### config.mk
export PLATFORM = sky130hd
export DESIGN_NAME = sw_job_ctrl
export DESIGN_NICKNAME = d
export VERILOG_FILES = /design/src/rtl/sw_job_ctrl.sv
export SDC_FILE = /design/constraint.sdc
export NUM_CORES = 1
export LEC_CHECK = 0
export BUFFER_PORTS_ARGS = -buffer_cell sky130_fd_sc_hd__buf_4
export CAP_MARGIN = 20
export CORE_UTILIZATION = 56
export CTS_BUF_LIST = sky130_fd_sc_hd__clkbuf_16
export DETAILED_ROUTE_END_ITERATION = 8
export PLACE_DENSITY = 0.8
export SLEW_MARGIN = 20
export SYNTH_ARGS = -nofsm -noshare
export SYNTH_HDL_FRONTEND = slang
export SYNTH_SLANG_ARGS = --single-unit
### constraint.sdc
create_clock -name clk -period 3.72 [get_ports clk]
set_input_delay 0.372 -clock clk [delete_from_list [all_inputs] [get_ports clk]]
set_output_delay 0.372 -clock clk [all_outputs]
set_load 0.005 [all_outputs]
### src/rtl/sw_job_ctrl.sv
// rtl/sw_job_ctrl.sv - job sequencer, watchdog and result FIFO for the SmithWaterman core
module sw_job_ctrl #(
    parameter int CALC_W     = 16,
    parameter int TIDX_W     = 10,
    parameter int MATCH_W    = 8,
    parameter int QIDX_W     = 8,
    parameter int FIFO_DEPTH = 4,
    parameter int TIMEOUT    = 50000,
    parameter int START_WIN  = 8
) (
    input  logic               clk,
    input  logic               rst_n,
    input  logic               cmd_valid_i,
    output logic               cmd_ready_o,
    input  logic [QIDX_W-1:0]  cmd_nq_i,
    input  logic [MATCH_W-1:0] cmd_match_i,
    input  logic [MATCH_W-1:0] cmd_mismatch_i,
    input  logic [MATCH_W-1:0] cmd_alpha_i,
    input  logic [MATCH_W-1:0] cmd_beta_i,
    output logic [MATCH_W-1:0] sw_match_o,
    output logic [MATCH_W-1:0] sw_mismatch_o,
    output logic [MATCH_W-1:0] sw_alpha_o,
    output logic [MATCH_W-1:0] sw_beta_o,
    output logic               sw_start_o,
    input  logic               sw_busy_i,
    input  logic               sw_valid_i,
    input  logic               sw_change_q_i,
    input  logic [TIDX_W-1:0]  sw_match_idx_i,
    input  logic [CALC_W-1:0]  sw_max_result_i,
    output logic               res_valid_o,
    input  logic               res_ready_i,
    output logic [QIDX_W-1:0]  res_q_idx_o,
    output logic [TIDX_W-1:0]  res_t_idx_o,
    output logic [CALC_W-1:0]  res_score_o,
    output logic               done_o,
    output logic [QIDX_W-1:0]  q_cnt_o,
    output logic               err_timeout_o,
    output logic               err_ovf_o,
    output logic               err_short_o
);
    localparam int AW   = $clog2(FIFO_DEPTH);
    localparam int EW   = QIDX_W + TIDX_W + CALC_W;
    localparam int WD_W = $clog2(TIMEOUT + 1);
    localparam int SW_W = $clog2(START_WIN + 1);

    typedef enum logic [2:0] {S_IDLE, S_LAUNCH, S_WAIT_BUSY, S_RUN, S_DONE} state_t;
    state_t state, state_nx;

    logic [WD_W-1:0]   wd_cnt;
    logic [SW_W-1:0]   win_cnt;
    logic [QIDX_W-1:0] nq;
    logic [QIDX_W-1:0] q_nx;
    logic [EW-1:0]     mem [FIFO_DEPTH];
    logic [AW:0]       wr_ptr, rd_ptr;
    logic [EW-1:0]     head;
    logic accept, run, push_req, pop, full, empty, drop, to_hit, win_hit;

    assign cmd_ready_o = rst_n & ((state == S_IDLE) | (state == S_DONE));
    assign accept      = cmd_valid_i & cmd_ready_o;
    assign run         = (state == S_RUN);
    assign done_o      = (state == S_DONE);
    assign push_req    = run & sw_valid_i & sw_change_q_i;
    assign empty       = (wr_ptr == rd_ptr);
    assign full        = (wr_ptr[AW] != rd_ptr[AW]) && (wr_ptr[AW-1:0] == rd_ptr[AW-1:0]);
    assign pop         = ~empty & res_ready_i;
    // The core cannot be stalled, so a push into a full FIFO is lost unless a pop frees a slot.
    assign drop        = push_req & full & ~pop;
    assign q_nx        = push_req ? q_cnt_o + 1'b1 : q_cnt_o;
    assign win_hit     = ~sw_busy_i && (win_cnt == SW_W'(START_WIN - 1));
    assign to_hit      = ~sw_valid_i && (wd_cnt == WD_W'(TIMEOUT - 1));

    assign head        = mem[rd_ptr[AW-1:0]];
    assign res_valid_o = ~empty;
    assign res_q_idx_o = empty ? '0 : head[EW-1 -: QIDX_W];
    assign res_t_idx_o = empty ? '0 : head[CALC_W +: TIDX_W];
    assign res_score_o = empty ? '0 : head[CALC_W-1:0];

    always_comb begin
        state_nx = state;
        case (state)
            S_IDLE, S_DONE: if (accept) state_nx = S_LAUNCH;
            S_LAUNCH:       state_nx = S_WAIT_BUSY;
            S_WAIT_BUSY:    if (sw_busy_i) state_nx = S_RUN;
                            else if (win_hit) state_nx = S_DONE;
            S_RUN:          if (~sw_busy_i || to_hit) state_nx = S_DONE;
            default:        state_nx = S_IDLE;
        endcase
    end

    always_ff @(posedge clk or negedge rst_n) begin
        if (!rst_n) begin
            state         <= S_IDLE;
            sw_start_o    <= 1'b0;
            sw_match_o    <= '0;
            sw_mismatch_o <= '0;
            sw_alpha_o    <= '0;
            sw_beta_o     <= '0;
            nq            <= '0;
            q_cnt_o       <= '0;
            err_timeout_o <= 1'b0;
            err_ovf_o     <= 1'b0;
            err_short_o   <= 1'b0;
            wd_cnt        <= '0;
            win_cnt       <= '0;
            wr_ptr        <= '0;
            rd_ptr        <= '0;
        end else begin
            state      <= state_nx;
            sw_start_o <= (state_nx == S_LAUNCH);
            if (accept) begin
                sw_match_o    <= cmd_match_i;
                sw_mismatch_o <= cmd_mismatch_i;
                sw_alpha_o    <= cmd_alpha_i;
                sw_beta_o     <= cmd_beta_i;
                nq            <= cmd_nq_i;
                q_cnt_o       <= '0;
                err_timeout_o <= 1'b0;
                err_ovf_o     <= 1'b0;
                err_short_o   <= 1'b0;
            end else begin
                q_cnt_o <= q_nx;
                if (drop) err_ovf_o <= 1'b1;
                if ((state == S_WAIT_BUSY) && win_hit) err_timeout_o <= 1'b1;
                if (run && sw_busy_i && to_hit) err_timeout_o <= 1'b1;
                // A result arriving on the busy-fall cycle counts toward the query total.
                if (run && ~sw_busy_i && (nq != '0) && (q_nx != nq)) err_short_o <= 1'b1;
            end
            win_cnt <= (state == S_WAIT_BUSY) ? win_cnt + 1'b1 : '0;
            wd_cnt  <= (run && ~sw_valid_i) ? wd_cnt + 1'b1 : '0;
            if (push_req && !drop) wr_ptr <= wr_ptr + 1'b1;
            if (pop) rd_ptr <= rd_ptr + 1'b1;
        end
    end

    always_ff @(posedge clk) begin
        if (push_req && !drop) mem[wr_ptr[AW-1:0]] <= {q_cnt_o, sw_match_idx_i, sw_max_result_i};
    end
endmodule

==> reports/metrics.cfg <==
[pwr]
leakage_nw = 4.32
power.density_nw_per_um2 = 730
ir_drop_uv = 465
fin_total_pwr_mw = 8.00

[synth]
synth-seq-cells = 217
async_reset_ff_share_pct = 37.3
synthesis.area_sq_um = 8820
synthTopCellsByArea = edfxtp_1 (46%), dfrtp_1 (23%), mux4_2 (8.7%)
synthCells = 535
synth_fp_nets = 616
synth_cell_types = 44
yosys.area.top_type = edfxtp_1
synthFlopType = edfxtp_1
synth_area_per_cell_sq_um = 16.5
synth-seq-area-share_pct = 69.3
yosysTopAreaCellShare_pct = 46.3
ys_warn_count = 0
synth_edf_count = 136

[route]
drc = 0
vias_per_cell = 5.59
firstDrtPassIters = 5
wire_per_inst_microns = 19.7
vias = 5165
ant_nets = 0
routed_wl_microns = 18200
drt_iter0_markers = 422

[setup_path]
cp_top_family = simple AND/OR/NAND/NOR gates
required_ps = 3840
crit_path_max_incr_delay_ps = 880
worst-setup-path-type = register to register
r2r_start = state[1]
path_cells = nand3b_4, nor2_1, and3_1, nor3_1, and2_2
crit_start = state[1]
cp_slowest_cell = and2_2
startpoint_type = register
path_buf_inv = 0
arrival_ps = 2990
cp_max_fo = 34
end_kind = register

[cells_and_area]
nFillCells = 1021
regArea_sq_um = 6110
multi_input_area_sq_um = 2600
layout-drive-gt1-share_pct = 39.7
final_cell_area_sq_um = 11000
area_growth_pct = 24.3
nNetsFinal = 778
diodes = 0

[die]
die_w_microns = 128
start_util_pct = 57.6
top_level_ports = 154
coreArea_sq_um = 15300
die_height_microns = 128
rows = 45
dieArea_sq_um = 16300

[clock_network]
cts_resized = 0
cts.sink_count = 217
cts_buffer_depth = 3
post_cts_buffers = 0
ctsHtreeMaxLevel = 1
numCtsBuffers = 22
clock_latency_ps = 500
cts_tree = yes
cts_hold_buf = 0
root_buffer = clkbuf_16
path_clk_slew_ps = 60

[global_route]
grt_pass1_vias = 5454
grt_max_degree = 82
grt_pass1_wl_microns = 28400
grt.overflow.total = 0
grt_antenna_before_repair = 0
grt_usage_pct = 23.1

[worst_hold_path]
hp-class = input port to asynchronous set/reset pin

[sta]
setup_ws_ps = 844
max_freq_ghz = 0.348
finalSetupTns_ps = 0
rsz0062_at_grt = false
hold_viol = 0
skew_ps = 6.02
setup_violations = 0
slew_headroom_pct = 39.6
fin_crit_sh_pct = 77.3
slew_violations = 0
fin_crit_ps = 2880
worst_pin_slew_ps = 906

[placed_design]
port_buffers = 153
hpwlAfterDp_microns = 11000
pre_cts_slack_ps = 829
dpl_cell_area_sq_um = 10200
gp_congestion = 0.889

[job]
maxCapViolations = 0

[status]
status = complete, no violations

[state kept, by name, indices dropped and copies added (netlist names), 8 cells and up]
| register | count |
|---|---|
| mem | 136 |
| wd_cnt | 16 |
| nq | 8 |
| q_cnt_o | 8 |
| sw_alpha_o | 8 |
| sw_beta_o | 8 |
| sw_match_o | 8 |
| sw_mismatch_o | 8 |
[power breakdown]
group	switching [mW]	internal, mW
logic	1.03	1.47
registers	0.288	2.91
clock network	0.902	1.40
total	2.22	5.78
[cells in the mapped netlist (2+ instances only)]
master    number
nand2b_1       3
clkbuf_1      12
and3_1         4
nor2_1        37
or3_1          4
and2_1        38
mux2_2        41
a311oi_1       2
mux4_2        34
buf_2          7
nand4_1        5
nor4_1         7
nand3b_1       2
and4b_1        2
nand2_1       16
dfrtp_1       81
inv_1          9
xor2_1        15
edfxtp_1     136
a21oi_1        8
ha_1           8
o21ai_0       10
nor3_1         8
xnor2_1       15
nand3_1       12
[per-layer routing]
layer | global-route usage (%) | part of all wire, % | vias up
met4 | 7.63 | 2.8 | 0
li1 | - | - | 2326
met3 | 4.52 | 6.4 | 35
met2 | 41.0 | 52 | 214
met1 | 28.5 | 39 | 2590
met5 | 0 | 0 | -
[cells in the final DEF (no fill, tap or decap), types with 5 or more instances in the layout]
cell / n
a21oi_1: 8
and2_1: 34
buf_4: 157
clkbuf_16: 23
clkinv_2: 5
dfrtp_1: 80
edfxtp_1: 136
ha_1: 8
inv_1: 10
mux2_2: 41
mux4_2: 34
nand2_1: 15
nand3_1: 12
nand4_1: 5
nor2_1: 37
nor3_1: 8
nor4_1: 7
o21ai_0: 10
xnor2_1: 15
xor2_1: 15
[cell type report]
cell class                      count  area share, %
Inverter                            9          0.308
Clock buffer                       23           5.25
Tap cell                          211           2.41
Timing Repair Buffer              158           10.8
Clock inverter                     17           1.75
Sequential cell                   217           55.7
Multi-Input combinational cell    289           23.7
[path summary, 6_finish.rpt]
check | end | slack (ps) | depth (start not counted)
hold reg to reg | win_cnt[0] | 460 | 1
max in group asynchronous | rd_ptr[0] | 3200 | 2
hold / removal | win_cnt[3] | 30 | 2
setup / recovery | mem[0][13] | 840 | 5
min in group clk | mem[0][16] | 70 | 1
setup reg to reg | mem[0][13] | 840 | 5
[cells by family (layout without fill, tap and decap cells)]
kind of cell / count (synthesis) / count (layout) / share of synthesized area (%)
fa+ha+maj: 8 / 8 / 1.13
compound gates: 30 / 30 / 2.24
mux: 75 / 75 / 13.9
xor+xnor: 30 / 30 / 2.98
simple gates: 146 / 146 / 9.12
buf+inv: 29 / 207 / 1.33
flops: 217 / 217 / 69.3
[stage by stage]
step	hold slack, ps	cells	util, %
2_1_floorplan	76.4	535	-
3_3_place_gp	444	884	66.6
3_5_place_dp	462	884	66.6
4_1_cts	65.0	924	71.6
5_1_grt	60.2	924	71.6
6_report	26.4	924	71.6
Note: power is estimated with default switching activity, not from simulation.
